### config.mk
export PLATFORM = sky130hd
export DESIGN_NAME = alu_arbiter
export DESIGN_NICKNAME = d
export VERILOG_FILES = /design/src/rtl/alu_arbiter.sv
export SDC_FILE = /design/constraint.sdc
export NUM_CORES = 1
export LEC_CHECK = 0
export ABC_CLOCK_PERIOD_IN_PS = 2420
export CORE_UTILIZATION = 35
export CTS_CLUSTER_DIAMETER = 50
export DETAILED_ROUTE_END_ITERATION = 6
export PLACE_DENSITY = 0.83
export SYNTH_ARGS = -nofsm -noshare
export SYNTH_HDL_FRONTEND = slang
export SYNTH_SLANG_ARGS = --single-unit
### constraint.sdc
create_clock -name clk -period 2.42 [get_ports clk]
set_input_delay 0.242 -clock clk [delete_from_list [all_inputs] [get_ports clk]]
set_output_delay 0.242 -clock clk [all_outputs]
set_load 0.01 [all_outputs]
### src/rtl/alu_arbiter.sv
// alu_arbiter: round-robin 2-requester front end for a shared 16-bit ALU; `DIV_ZERO_CHECK_EN traps divide by zero
module alu_arbiter (
    input  logic        clk,
    input  logic        rst,
    input  logic        req0_valid,
    input  logic        req1_valid,
    output logic        req0_ready,
    output logic        req1_ready,
    input  logic [15:0] req0_a,
    input  logic [15:0] req0_b,
    input  logic [15:0] req1_a,
    input  logic [15:0] req1_b,
    input  logic [3:0]  req0_op,
    input  logic [3:0]  req1_op,
    output logic [15:0] alu_a,
    output logic [15:0] alu_b,
    output logic [3:0]  alu_op,
    input  logic [15:0] alu_result,
    output logic        rsp_valid,
    output logic        rsp_id,
    output logic [15:0] rsp_result,
    output logic        rsp_err
);
    typedef enum logic [1:0] {IDLE, EXEC, DONE} state_t;
    state_t state;
    logic last, id_q, err_q, dz_q, sel, go, legal, dz;
    logic [15:0] a, b;
    logic [3:0] op;
    // last=1 means req1 was granted most recently, so req0 wins the next tie
    always_comb begin
        req0_ready = state == IDLE && !rst && req0_valid && (!req1_valid || last);
        req1_ready = state == IDLE && !rst && req1_valid && (!req0_valid || !last);
        go = req0_ready | req1_ready;
        sel = req1_ready;
        a = sel ? req1_a : req0_a;
        b = sel ? req1_b : req0_b;
        op = sel ? req1_op : req0_op;
        legal = op >= 4'd1 && op <= 4'd4;
`ifdef DIV_ZERO_CHECK_EN
        dz = op == 4'd4 && b == 16'd0;
`else
        dz = 1'b0;
`endif
    end
    always_ff @(posedge clk) begin
        if (rst) begin
            state <= IDLE;
            last <= 1'b1;
            id_q <= 1'b0;
            err_q <= 1'b0;
            dz_q <= 1'b0;
            alu_a <= '0;
            alu_b <= '0;
            alu_op <= '0;
            rsp_valid <= 1'b0;
            rsp_id <= 1'b0;
            rsp_result <= '0;
            rsp_err <= 1'b0;
        end else begin
            case (state)
                IDLE: if (go) begin
                    state <= EXEC;
                    last <= sel;
                    id_q <= sel;
                    alu_a <= a;
                    alu_b <= b;
                    alu_op <= (legal && !dz) ? op : 4'd0;
                    err_q <= !legal || dz;
                    dz_q <= legal && dz;
                end
                EXEC: begin
                    state <= DONE;
                    rsp_valid <= 1'b1;
                    rsp_id <= id_q;
                    rsp_err <= err_q;
                    rsp_result <= err_q ? {16{dz_q}} : alu_result;
                end
                DONE: begin
                    state <= IDLE;
                    rsp_valid <= 1'b0;
                end
                default: state <= IDLE;
            endcase
        end
    end
endmodule

Yosys cells after proc, flatten, opt, wreduce, memory -nomap -nowiden
Index checks and enable logic that the tools add are counted.
- register bits: 60
- output and inout port bits: 57
- input bits: 92
- magnitude comparators: 2
- multiplexer cells: 8
- reductions and logical operators: 16
- eq/ne operators: 3
- bitwise operators: 1
- operators with widths (kind ; count):
    $mux W16 ; 3
    $mux W4 ; 2
    $logic_and A1 B1 Y1 ; 6
    $logic_not A1 Y1 ; 5
    $ge A4 B1 Y1 const B ; 1
    $le A4 B3 Y1 const B ; 1
    $pmux W2 S2 ; 1
    $eq A2 B1 Y1 const B ; 1
    $eq A2 B2 Y1 const B ; 1
    $logic_not A2 Y1 ; 1
    $logic_or A1 B1 Y1 ; 2
    $mux W2 ; 1
    $ne A2 B2 Y1 const B ; 1
    $pmux W1 S2 ; 1
    $reduce_and A2 Y1 ; 1
    $reduce_bool A2 Y1 ; 1
    $or A1 B1 Y1 ; 1

Depth between registers and ports, before layout
Gate-level depths: netlist (run 1).
- word-level depth: 8
- gate-level depth with buffers: 8
- mapped depth without buffers: 7

Worst setup path before layout (run 1)
Ideal clock, no wire load.
- kind: reg2reg
- start point: reg state[0]
- end point: reg alu_op[0]
- path slack: 0.749 ns
- data required time: 2.349 ns
- clock period less this slack: 1.671 ns
- cell stages (with the launch flop): 9
- setup time: 0.071 ns
- buffers on the path: 1
- arrival: 1.600 ns
- cells stage by stage: dfxtp_1 > inv_1 > ha_1 > nor2b_4 > nand3_4 > buf_6 > mux2i_1 > or3_1 > a21oi_1
- word-level cells in the longest chain between the ends: 8
- elaborated cells on any way between the ends: 13
- ends and longest elaborated chain (element ; RTL line ; source):
    start, declared ; 25 ; state_t state;
    start signal, assigned ; 47 ; state <= IDLE;
    start signal, assigned ; 62 ; state <= EXEC;
    start signal, assigned ; 72 ; state <= DONE;
    $logic_not A2 Y1 * ; 31, 32, 60 ;
    $logic_and A1 B1 Y1 ; 31, 32 ;
    $logic_and A1 B1 Y1 (2 in series) ; 32 ; req1_ready = state == IDLE && !rst && req1_valid && (!req0_valid || !last);
    $mux W4 ; 37 ; op = sel ? req1_op : req0_op;
    $ge A4 B1 Y1 or $le A4 B3 Y1 (tied branches) ; 38 ; legal = op >= 4'd1 && op <= 4'd4;
    $logic_and A1 B1 Y1 ; 38 ;
    $mux W4 ; 67 ; alu_op <= (legal && !dz) ? op : 4'd0;
    end signal, assigned ; 67 ;
    end, declared ; 17 ; output logic [3:0] alu_op,
Mark *: on every way between the ends. The rest lies on a longest branch, timed or not.
A chain may end at the register's enable or synchronous reset.

Final worst setup path (run 1)
- start point: reg state[0]
- end point: out req1_ready
- word-level cells in the longest chain between the ends: 4
- ends and longest elaborated chain (element ; RTL line ; source):
    $logic_not A2 Y1 ; 32 ;
    $logic_and A1 B1 Y1 (3 in series) ; 32 ;
    end, declared ; 8 ; output logic req1_ready,
Every way passes these cells.

==> results of run 1 <==
==> through the flow <==
stage,util [%],setup slack (ns),area (um2),total power [mW]
4_1_cts,61.1,0.00299,4500,4.00
3_3_place_gp,57.7,0.503,4250,2.82
2_1_floorplan,-,0.750,2720,2.18
6_report,61.2,0.164,4510,3.95
3_5_place_dp,57.7,0.394,4250,2.87
5_1_grt,61.2,0.0300,4510,4.23
==> worst paths after layout <==
kind	from	endpoint	cells after the start
worst max-delay path	state[0]$_SDFFE_PP0P_	req1_ready	6
worst min-delay path	rst	id_q$_SDFFE_PP0P_	5
worst max register to register	state[0]$_SDFFE_PP0P_	alu_a[11]$_SDFFE_PP0P_	7
worst min register to register	alu_op[0]$_SDFFE_PP0P_	alu_op[0]$_SDFFE_PP0P_	2
==> cells by family (layout without fill, tap and decap cells) <==
family          after synthesis  after routing  share of synthesized area [%]
compound gates               63             63                           19.7
fa+ha+maj                     5              5                           2.30
buf+inv                      29            177                           5.90
flops                        60             60                           44.2
mux                           5              5                           1.84
simple gates                159            159                           26.0
==> placed cells by master (no fill, tap or decap), types with 4 or more instances in the layout <==
cell,synthesis,layout
a21oi_1,23,23
a311oi_1,20,20
a311oi_2,12,12
buf_4,4,8
clkbuf_8,0,11
clkdlybuf4s50_1,0,146
dfxtp_1,60,60
ha_1,5,4
mux2i_1,5,5
nand2_1,73,73
nor2_1,52,52
nor2b_1,17,17
nor3_1,4,4
==> registers in the layout, indices dropped and copies added, names as in the netlist <==
register    cells
id_q            1
alu_a          16
alu_b          16
rsp_err         1
state           2
rsp_result     16
rsp_id          1
alu_op          4
last            1
err_q           1
rsp_valid       1
==> cell type report <==
cell class | instances | area [um2] | share of cell area, %
Timing Repair Buffer | 157 | 1560 | 34.6
Clock buffer | 12 | 155 | 3.44
Sequential cell | 60 | 1200 | 26.7
Multi-Input combinational cell | 232 | 1360 | 30.1
Clock inverter | 4 | 95.1 | 2.11
Tap cell | 99 | 124 | 2.75
Inverter | 4 | 16.3 | 0.361
==> critical path, stage by stage (launching register included) <==
cell	delay, ns
dfxtp_1	0.35
inv_1	0.11
ha_2	0.24
nor2b_4	0.24
nand3_4	0.12
clkinv_2	0.08
clkdlybuf4s50_1	0.56
==> routing by layer <==
layer,up-vias,global-route usage (%)
met5,-,0
met4,0,8.74
met3,14,6.60
met2,121,32.8
met1,1280,22.4
li1,1379,-
==> what timing repair did <==
item	in CTS	in global routing
endpoints found under the setup margin	0	2
hold buffers	0	0
gates resized for setup	0	2
==> power groups by stage <==
stage | clock [mW] | combinational [mW] | sequential [mW]
CTS | 1.14 | 1.55 | 1.31
finish | 1.11 | 1.54 | 1.31
global placement | 0 | 1.50 | 1.32
floorplan | 0 | 0.768 | 1.41
global route | 1.19 | 1.70 | 1.34
detailed placement | 0 | 1.54 | 1.33
==> results.tsv, run 1 <==
stage	metric	value	unit
run_status	run status	finished clean	
timing	worst hold slack	0.375	ns
grt	first-pass GRT wire length	13.0	mm
grt	vias in the first global route	2767	
placement	post-placement cell count	552	
routing	routed len/inst	13.1	um
timing	Max Clock Skew	0.00667	ns
power	net load switching power	1.22	mW
logic_synthesis	ys async rst share	0	%
finish	post-route insts no fill	568	
routing	total wire length	7.45	mm
power	P_int	2.73	mW
clocking	clk sinks	60	
logic_synthesis	most common cell in the netlist	nand2_1	
logic_synthesis	largest area contributor in the netlist	dfxtp_1	
logic_synthesis	Post-Syn Area	2720	um2
logic_synthesis	Yosys reg bits	60	
power	Cell Pwr Density	877	nW/um2
logic_synthesis	number of synthesized flops with an enable pin	0	
power	P_leak	1.74	nW
grt	antenna violations before repair	0	
logic_synthesis	Seq/Total Area, Yosys	44.2	%
routing	ANT nets after route	0	
placement	RePlAce Congestion	0.735	
clocking	clock root cell	clkbuf_8	
clocking	clk_lat worst skew	0.32	ns
critical_path	critical path class	flip-flop to primary output	
power	Sw Share	30.9	%
routing	1st-iter DRT viols	85	
timing	post-layout min period	2.26	ns
timing	RSZ-0062 raised after global routing	no	
run	max_cap viols	0	
finish	diode count	0	
routing	Metal-1 WL	3.04	mm
grt	GRT Total Usage	19.5	%
power	VDD IR max	0.000377	V
timing	TNS Setup	0	ns
power	Logic pwr share	38.8	%
finish	Layout area overhead	66.0	%
timing	Max-slew headroom	33.2	%
floorplanning	IO Pins	149	
logic_synthesis	Post-synth top flop	dfxtp_1	
critical_path	CP endpoint kind	primary output	
critical_path	R2R Setup Slk	0.43	ns
timing	final count of negative-setup-slack endpoints	0	
routing	vias	2794	
timing	maximum clock frequency	443	MHz
floorplanning	die area	8110	um2
logic_synthesis	Mapped Cells	321	
finish	Final nets	561	
routing	# DRC	0	
clocking	TritonCTS clock tree	yes	
grt	largest net degree at the start of global routing	61	
floorplanning	core area	7370	um2
logic_synthesis	yosys warns	0	
critical_path	Crit Path Max Fanout	6	
routing	post-DR vias/cell	4.92	
floorplanning	die width	90.1	um
logic_synthesis	Yosys top cell area share	44.2	%
routing	routed wl met2	3.61	mm
timing	Worst-Margin Slew	1.00	ns
clocking	setup bufs post-CTS	0	
hold_path	Hold/Removal Path Class	input pin to flip-flop	
finish	fillers	651	
finish	share of cells above drive strength 1	10.0	%
routing	drt pass-1 iters	4	
placement	HPWL after DPL	5.51	mm
clocking	H-tree depth	3	
floorplanning	FP Rows	31	
logic_synthesis	Synth area leaders	dfxtp_1 44%, nand2_1 10%, nor2_1 7.2%, a311oi_2 6.6%, a311oi_1 6.5%	
power	Flop pwr share	33.2	%
routing	highest metal used	met4	
power	clock share of power	28.0	%
logic_synthesis	top cells by count, synth	73 x nand2_1, 60 x dfxtp_1, 52 x nor2_1	
critical_path	WP data required	2.18	ns
clocking	Max Root-Sink Buffers	2	
routing	routed wl met3	625	um
timing	endpoints failing hold	0	
critical_path	type of origin of the critical path	flip-flop	
timing	Max Slew Vio Count	0	
clocking	TritonCTS Buffers	9	
critical_path	WP data arrival	2.01	ns
floorplanning	initial core utilization	36.8	%
timing	period utilisation layout	93.2	%
logic_synthesis	Netlist cell types	34	
floorplanning	Die Span Y	90.1	um
logic_synthesis	syn_nets	418	
clocking	Clk pin slew, worst setup/hold paths	0.07	ns
placement	number of port buffers	148	
logic_synthesis	Mapped Avg Cell Area	8.46	um2
grt	grt ovf	0	
Power figures use the tool's default switching activity.
==> run 2, diff against run 1 <==
CORE_ASPECT_RATIO = 0.8   (was not set)
==> run 2 against run 1 <==
Global-route usage down 0.79 points. Wire length up 5.0%. Register-to-register slack gained 0.05 ns. Combinational power is essentially flat. Power shrank 4.8%. Critical endpoint is now req0_ready.
==> results.tsv, run 2 (synthesis gave the netlist of run 1 again) <==
stage	metric	value	unit	change
routing	vias	2759		-1.3%
critical_path	Crit Path Max Fanout	6		unchanged
finish	fin area	4460	um2	-1.1%
hold_path	beginning of the worst hold path	rst		
finish	Multi-input gate area	1360	um2	unchanged
critical_path	R2R depth	8		+1
routing	total wire length	7.82	mm	+5.0%
floorplanning	die area	8120	um2	about the same
finish	share of cells above drive strength 1	9.83	%	-0.19 points
placement	post-placement cell count	555		+0.54%
timing	Max-slew headroom	24.1	%	-9.0 points
finish	most frequent cells in the layout	147 x clkdlybuf4s50_1, 73 x nand2_1, 60 x dfxtp_1, 52 x nor2_1, 23 x a21oi_1		
finish	Layout area overhead	64.1	%	
placement	RePlAce Congestion	0.752		+2.3%
floorplanning	initial core utilization	36.4	%	-0.46 points
run	max_cap viols	0		unchanged
hold_path	Hold/Removal Path Class	input pin to flip-flop		
critical_path	type of origin of the critical path	flip-flop		
grt	GRT Total Usage	18.7	%	-0.79 points
timing	period utilisation layout	96.1	%	+2.9 points
critical_path	Buf/Inv on CP	2		-1
placement	placed cell areas	4240	um2	-0.35%
placement	HPWL after DPL	5.58	mm	+1.3%
power	Cell Pwr Density	845	nW/um2	-3.7%
critical_path	FF-to-FF End	alu_a[7]$_SDFFE_PP0P_		
clocking	clock root cell	clkbuf_8		
power	VDD IR max	0.000415	V	+10%
floorplanning	core area	7460	um2	+1.3%
grt	antenna violations before repair	0		unchanged
grt	largest net degree at the start of global routing	68		+11%
grt	first-pass GRT wire length	11.9	mm	-8.3%
timing	final count of negative-setup-slack endpoints	0		unchanged
routing	ANT nets after route	0		unchanged
timing	Max Slew Vio Count	0		unchanged
clocking	TritonCTS clock tree	yes		
critical_path	critical path class	flip-flop to primary output		
power	P_leak	1.69	nW	-2.6%
critical_path	CP startpoint	state[1]$_SDFFE_PP0P_		
critical_path	WP data arrival	2.08	ns	+0.07 ns
clocking	clk_lat worst skew	0.33	ns	about the same
critical_path	R2R Setup Slk	0.48	ns	+0.05 ns
timing	endpoints failing hold	0		unchanged
floorplanning	die width	100	um	+12%
finish	most common cell after layout, fill and taps aside	clkdlybuf4s50_1		
routing	routed len/inst	13.6	um	+4.0%
grt	vias in the first global route	2516		-9.1%
finish	register area	1200	um2	unchanged
critical_path	CP cell instances	inv_1 > ha_2 > nor2b_4 > nand2_1 > a21oi_1 > clkdlybuf4s50_1		
clocking	Post-CTS Hold Buffers	0		unchanged
placement	number of port buffers	148		unchanged
hold_path	Cells on Worst Hold Path	5		unchanged
clocking	clk sinks	60		unchanged
clocking	Clk pin slew, worst setup/hold paths	0.06	ns	about the same
critical_path	Max stage delay on crit path	0.58	ns	+0.02 ns
routing	post-DR vias/cell	4.82		-2.1%
critical_path	slowest cell on the critical path	clkdlybuf4s50_1		
run_status	run status	finished clean		
routing	drt pass-1 iters	4		unchanged
finish	biggest regs	alu_a x16, alu_b x16, rsp_result x16		
clocking	Max Root-Sink Buffers	2		unchanged
grt	grt ovf	0		unchanged
power	Pwr Total	3.76	mW	-4.8%
timing	maximum clock frequency	430	MHz	-3.0%
floorplanning	Die Span Y	80.8	um	-10%
critical_path	cell family with most CP delay	buffers and inverters		
critical_path	worst r2r src	state[1]$_SDFFE_PP0P_		
critical_path	CP endpoint kind	primary output		
timing	Max Clock Skew	0.00835	ns	+0.00168 ns
floorplanning	IO Pins	149		unchanged
routing	# DRC	0		unchanged
timing	Final WS setup	0.0935	ns	-0.0705 ns
critical_path	WP data required	2.18	ns	about the same
timing	Worst-Margin Slew	1.14	ns	+0.135 ns
floorplanning	FP Rows	28		-9.7%
finish	diode count	0		unchanged
clocking	H-tree depth	3		unchanged
placement	dpl ws	0.393	ns	-0.00114 ns
finish	post-route insts no fill	573		+0.88%
timing	post-layout min period	2.33	ns	+0.0705 ns
finish	fillers	683		+4.9%
finish	Final nets	560		-0.18%
routing	1st-iter DRT viols	114		+34%
hold_path	Hold Path Sink	id_q$_SDFFE_PP0P_		
timing	worst hold slack	0.383	ns	+0.00816 ns
clocking	TritonCTS Buffers	9		unchanged
critical_path	Crit path depth	6		unchanged
## run 2: changes by cell type in the layout (fill, tap and decap cells not counted)
cell             before  now
clkdlybuf4s50_1     146  147
buf_4                 8    7
dlymetal6s2s_1        1    0
clkinv_2              2    3
bufinv_16             3    1
clkinvlp_4            0    1
## run 2: worst register-to-register path: cells and delay by family, from the launching register on
| kind | cells | cell delay, ns |
|---|---|---|
| AND/OR/NAND/NOR | 2 | 0.35 |
| adder cells (fa/ha/maj) | 1 | 0.25 |
| buffers and inverters | 3 | 0.53 |
| AO/OA/AOI/OAI | 2 | 0.41 |
| flip-flops | 1 | 0.33 |
## run 2: per-layer routing
layer	vias to the layer above	routed length [um]	track usage (%)
met3	13	545	7.23
met5	-	0	0
met2	101	3860	32.6
met1	1267	3280	21.7
met4	0	140	5.07
li1	1378	-	-
## run 2: per-stage QoR
step,setup TNS [ns],utilization (%)
after floorplan,0,-
after global placement,0,56.8
after detailed placement,0,56.8
after CTS,0,59.5
after global routing,-0.0118,59.7
final,0,59.7
## run 2: how the worst max path moves through the flow
stage | end | slack [ns]
floorplan | alu_op[0]$_SDFFE_PP0P_ | 0.75
global placement | req0_ready | 0.52
detailed placement | req0_ready | 0.39
CTS | req0_ready | 0.03
global route | req0_ready | -0.01
finish | req0_ready | 0.09
## run 2: repair_timing
action | in CTS | in global routing
endpoints found under the setup margin | 0 | 2
setup buffers | 0 | 2
gates resized for setup | 0 | 1
## run 2: layout make-up
class	instances	area share (%)
clock buffers	12	3.48
flip-flops and latches	60	27.0
repair buffers	156	34.8
inverters	4	0.365
well taps	105	2.95
clock inverters	4	1.07
multi-input cells	232	30.4
## run 2: where the power goes
| part | switching, mW | internal [mW] | leakage, nW |
|---|---|---|---|
| sequential | 0.109 | 1.20 | 0.493 |
| clock | 0.387 | 0.529 | 0.102 |
| combinational | 0.747 | 0.792 | 1.09 |
| total | 1.24 | 2.52 | 1.69 |
==> run 3, diff against run 2 <==
CORE_MARGIN = 2   (was not set)
CORE_UTILIZATION = 39   (was 35)
PLACE_DENSITY = 0.9   (was 0.83)
==> run 3 against run 2 <==
Combinational power about the same. Sequential power about the same. Utilization up 5.2 points. Worst setup slack better by 0.067 ns. Die area decreased by 5.7%. Critical path type unchanged. Critical endpoint unchanged.
==> results.tsv, run 3 (synthesis gave the netlist of run 1 again) <==
stage	metric	value	unit	change
grt	antenna violations before repair	0		unchanged
grt	first-pass GRT wire length	12.8	mm	+8.0%
critical_path	critical path class	flip-flop to primary output		
routing	ANT nets after route	0		unchanged
timing	period utilisation layout	93.4	%	-2.8 points
hold_path	Hold/Removal Path Class	input pin to flip-flop		
grt	M3 GR Usage	7.93	%	+0.70 points
grt	largest net degree at the start of global routing	68		unchanged
run	max_cap viols	0		unchanged
timing	Max Slew Vio Count	0		unchanged
timing	worst hold slack	0.410	ns	+0.0276 ns
placement	RePlAce Congestion	0.827		+9.9%
power	VDD IR max	0.000507	V	+22%
critical_path	CP endpoint kind	primary output		
power	P_leak	1.68	nW	-0.46%
finish	Layout area overhead	63.1	%	
power	Flop pwr share	35.0	%	+0.2 points
clocking	TritonCTS Buffers	9		unchanged
routing	vias	2784		+0.91%
routing	# DRC	0		unchanged
clocking	clock root cell	clkbuf_8		
routing	routed len/inst	14.3	um	+4.6%
floorplanning	die width	97.3	um	-3.2%
floorplanning	core area	6820	um2	-8.6%
power	Logic pwr share	41.0	%	about the same
floorplanning	IO Pins	149		unchanged
finish	share of cells above drive strength 1	9.44	%	-0.39 points
finish	most common cell after layout, fill and taps aside	clkdlybuf4s50_1		
grt	met2 Use GR	35.3	%	+2.7 points
floorplanning	initial core utilization	39.8	%	+3.4 points
power	P_int	2.52	mW	about the same
grt	grt ovf	0		unchanged
critical_path	CP cell instances	inv_1 > ha_4 > nor2b_4 > nand2_1 > a21oi_1 > clkdlybuf4s50_1		
timing	Max Clock Skew	0.00481	ns	-0.00354 ns
critical_path	slowest cell on the critical path	clkdlybuf4s50_1		
critical_path	cell family with most CP delay	buffers and inverters		
timing	RSZ-0062 raised after global routing	no		
critical_path	WP data required	2.18	ns	about the same
routing	1st-iter DRT viols	102		-11%
critical_path	Max stage delay on crit path	0.56	ns	-0.02 ns
finish	diode count	0		unchanged
finish	most frequent cells in the layout	147 x clkdlybuf4s50_1, 73 x nand2_1, 60 x dfxtp_1, 52 x nor2_1, 23 x a21oi_1		
timing	endpoints failing hold	0		unchanged
critical_path	Crit Path Max Fanout	6		unchanged
clocking	clk sinks	60		unchanged
timing	post-layout min period	2.26	ns	-0.0671 ns
critical_path	type of origin of the critical path	flip-flop		
timing	final count of negative-setup-slack endpoints	0		unchanged
grt	M1 GR Usage	23.4	%	+1.7 points
power	net load switching power	1.24	mW	-0.50%
floorplanning	die area	7650	um2	-5.7%
floorplanning	Die Span Y	78.6	um	-2.7%
grt	GRT Total Usage	20.6	%	+1.9 points
timing	TNS Setup	0	ns	unchanged
clocking	H-tree depth	3		unchanged
routing	drt pass-1 iters	4		unchanged
routing	total wire length	7.89	mm	+0.97%
power	Cell Pwr Density	848	nW/um2	+0.44%
power	Sw Share	32.9	%	-0.11 points
clocking	Max Root-Sink Buffers	2		unchanged
timing	Max-slew headroom	24.1	%	-0.036 points
clocking	clk_lat worst skew	0.32	ns	about the same
placement	number of port buffers	148		unchanged
critical_path	WP data arrival	2.02	ns	-0.06 ns
routing	post-DR vias/cell	5.03		+4.6%
clocking	Clk pin slew, worst setup/hold paths	0.07	ns	about the same
grt	vias in the first global route	2691		+7.0%
clocking	Post-CTS Hold Buffers	0		unchanged
power	clock share of power	24.0	%	-0.3 points
finish	Final nets	558		-0.36%
run_status	run status	finished clean		
grt	most used routing layer in global routing	met2		
placement	HPWL after DPL	5.62	mm	+0.67%
critical_path	Buf/Inv on CP	2		unchanged
finish	biggest regs	alu_a x16, alu_b x16, rsp_result x16		
timing	maximum clock frequency	443	MHz	+3.0%
timing	Worst-Margin Slew	1.14	ns	+0.000542 ns
clocking	TritonCTS clock tree	yes		
floorplanning	FP Rows	27		-3.6%
[run 3: cell types whose count changed in the layout (fill, tap and decap cells not counted), sizes merged]
cell and change:
buf -2
[run 3: final cells by class]
type                            count  area, um2
Clock buffer                       12        155
Clock inverter                      4       47.5
Fill cell                         573       2390
Inverter                            4       16.3
Multi-Input combinational cell    232       1370
Sequential cell                    60       1200
Tap cell                           87        109
Timing Repair Buffer              154       1530
[run 3: final timing paths]
kind	to	slack, ns	cells past startpoint	start
max reg2reg	alu_b[0]$_SDFFE_PP0P_	0.46	8	state[0]$_SDFFE_PP0P_
min	id_q$_SDFFE_PP0P_	0.41	5	rst
min reg2reg	alu_op[1]$_SDFFE_PP0P_	0.46	2	alu_op[1]$_SDFFE_PP0P_
max	req0_ready	0.16	6	state[0]$_SDFFE_PP0P_
[run 3: worst min-delay path, stage by stage]
cell and delay, ns:
buf_2 0.13, nor2b_4 0.07, nand2_1 0.07, a21oi_1 0.05, o21ai_0 0.14
[run 3: repair_timing]
item,CTS,global route
endpoints found under the hold margin,0,0
setup buffers,0,0
resized for setup,0,2
setup endpoints to repair,0,2
[run 3: power groups by stage]
stage	clock network (mW)	logic, mW	registers (mW)
after detailed placement	0	1.52	1.33
after floorplan	0	0.768	1.41
after global routing	1.00	1.68	1.34
final	0.903	1.54	1.31
after global placement	0	1.48	1.32
after CTS	0.936	1.53	1.31
[run 3: metal layers]
metal  vias up  wire length (um)
li1       1373                 -
met1      1279              3240
met2       120              3890
met3        12               634
met4         0               125
met5         -                 0
[run 3: through the flow]
| stage | cell area, um2 | total power [mW] | utilization [%] | cells | setup slack, ns |
|---|---|---|---|---|---|
| after floorplan | 2720 | 2.18 | - | 321 | 0.750 |
| after global placement | 4210 | 2.80 | 61.8 | 537 | 0.498 |
| after detailed placement | 4210 | 2.86 | 61.8 | 537 | 0.376 |
| after CTS | 4420 | 3.78 | 64.7 | 553 | 0.0516 |
| after global routing | 4430 | 4.02 | 64.9 | 553 | 0.0222 |
| final | 4430 | 3.76 | 64.9 | 553 | 0.161 |
==> RTL edit (flow settings as in run 2) <==
The option `DIV_ZERO_CHECK_EN` is turned on by a define.
--- a/src/rtl/alu_arbiter.sv
+++ b/src/rtl/alu_arbiter.sv
@@ -1,4 +1,6 @@
 // alu_arbiter: round-robin 2-requester front end for a shared 16-bit ALU; `DIV_ZERO_CHECK_EN traps divide by zero
+`define DIV_ZERO_CHECK_EN
+
 module alu_arbiter (
     input  logic        clk,
     input  logic        rst,
Check against the original RTL: not equivalent (Yosys sat finds a counterexample within 4 cycles, from zero or initial values and one cycle with rst high).
==> RTL edit against run 2 <==
- worst setup slack better by 33 ps
- global-route usage grew 0.39 points
- sequential cell count increased by 1
- clock skew is 3.6 ps higher
- register-to-register slack lost 30 ps
- routed wire length increased by 5.7%
- sequential share of layout area down 0.44 points
- critical endpoint is now req1_ready
- synthesized area grew 5.2%
- total power down 8.5%
- die area increased by 5.0%
- design area is 3.3% higher
- fmax is 1.4% higher
- critical path type unchanged
- largest cell class unchanged
- highest routed layer unchanged
==> RTL edit: results <==
{
  "status": "complete, no violations",
  "p_switching_mw": 1.00,
  "syn-num-nets": 400,
  "nFillCells": 745,
  "synth_ff_type": "dfxtp_1",
  "yosys-top-cells-count": "dfxtp_1, nor2_1, a211oi_1",
  "via_count": 2752,
  "synth.distinct_cells": 41,
  "synth_edf_count": 0,
  "async_flop_share": 0,
  "yosysSeqAreaShare": 0.428,
  "cts_root_buf": "clkbuf_8",
  "reg2reg_depth": 7,
  "slew_headroom": 0.576,
  "finalClockSkew_ps": 12.0,
  "r2r-end": "alu_a[5]",
  "numPortBuffers": 148,
  "clock_path_buffers": 2,
  "clk_pin_slew_ps": 70,
  "vdd_ir_drop_max_mv": 0.446,
  "hold_violations": 0,
  "leakage_nw": 1.85,
  "grt_max_degree": 68,
  "hold_path.class": "in2reg",
  "grt_pass1_vias": 2541,
  "place_hpwl_um": 6170,
  "placed_area_sq_mm": 0.00438,
  "cpPeakStageDelay_ps": 530,
  "critPathLaunch": "state[0]",
  "cp_slowest_cell": "clkdlybuf4s50_1",
  "grtUsageTotal": 0.191,
  "nets": 539,
  "gp_congestion": 0.768,
  "wl_per_cell_um": 14.9,
  "worstSetupEndpoint": "req1_ready",
  "dr.first_iter.drc_count": 49,
  "synth_area_leaders": "dfxtp_1, mux2i_1, a211oi_1",
  "first_pass_iters": 6,
  "yosysWarnings": 0,
  "cts_buffers": 9,
  "cts_resized": 0,
  "layout-drive-gt1-share": 0.0783,
  "antenna_found_initial": 0,
  "crit_path_max_fanout": 7,
  "cts_setup_buffers": 0,
  "clk_latency_ps": 330,
  "r2r_slack_ps": 450,
  "top_regs": "alu_a (16), alu_b (16), rsp_result (16)",
  "htree_num_levels": 3,
  "grt_pass1_wl_um": 12300,
  "insertedDiodeCount": 0
}
==> RTL edit: changes by cell type after synthesis, moves of 4 or more <==
cell,run 2,this run
a211oi_1,1,48
a311oi_1,20,0
a311oi_2,12,0
buf_2,10,2
clkbuf_1,6,17
mux2i_1,5,39
nand2_1,73,2
nor2_1,52,57
nor2b_1,17,1
nor3_1,4,0
nor4_1,0,6
==> RTL edit: worst max-delay path, delay by kind of cell, from the launching register on <==
kind	cells	cell delay (ps)
buffers and inverters	3	740
flip-flops	1	350
adder cells (fa/ha/maj)	1	220
AND/OR/NAND/NOR	2	410
==> RTL edit: final cells by class <==
| type | count | area, sq um | area share |
|---|---|---|---|
| Tap cell | 108 | 135 | 0.0293 |
| Inverter | 5 | 18.8 | 0.00407 |
| Sequential cell | 61 | 1220 | 0.265 |
| Clock inverter | 4 | 70.1 | 0.0152 |
| Multi-Input combinational cell | 212 | 1470 | 0.318 |
| Timing Repair Buffer | 153 | 1540 | 0.334 |
| Clock buffer | 12 | 155 | 0.0337 |
==> RTL edit: power groups by stage <==
| stage | clock [mW] | sequential (mW) | combinational (mW) |
|---|---|---|---|
| finish | 1.02 | 1.27 | 1.15 |
| floorplan | 0 | 1.36 | 0.520 |
| global placement | 0 | 1.29 | 1.13 |
| CTS | 1.06 | 1.27 | 1.16 |
| detailed placement | 0 | 1.30 | 1.15 |
| global route | 1.10 | 1.29 | 1.26 |
==> RTL edit: logic make-up after synthesis <==
group,count (synthesis),synth area share
DFF,61,0.428
and+or+nand+nor,85,0.142
AOI/OAI and AO/OA,82,0.207
adders and majority gates,5,0.0219
buffers and inverters,30,0.0609
muxes,40,0.141
==> RTL edit: layer usage <==
| metal | global-route usage | wire, um | up-vias |
|---|---|---|---|
| met5 | 0 | 0 | - |
| met2 | 0.330 | 3860 | 114 |
| li1 | - | - | 1381 |
| met3 | 0.0779 | 846 | 9 |
| met1 | 0.223 | 3450 | 1248 |
| met4 | 0.0437 | 110 | 0 |
==> RTL edit: worst min-delay path by stage <==
stage	slack, ps	cells past startpoint	endpoint	startpoint
2_1_floorplan	450	2	id_q	id_q
3_3_place_gp	470	1	alu_op[3]	alu_op[3]
3_5_place_dp	470	1	alu_op[3]	alu_op[3]
4_1_cts	180	2	last	rst
5_1_grt	210	2	last	rst
6_report	210	2	last	rst
==> RTL edit: metrics by stage <==
| stage | hold WS (ps) | total power, mW | instances | setup WS (ps) |
|---|---|---|---|---|
| floorplan | 448 | 1.88 | 303 | 711 |
| global placement | 465 | 2.41 | 539 | 367 |
| detailed placement | 466 | 2.45 | 539 | 344 |
| CTS | 178 | 3.49 | 555 | 68.5 |
| global route | 208 | 3.66 | 555 | 10.0 |
| finish | 205 | 3.45 | 555 | 126 |
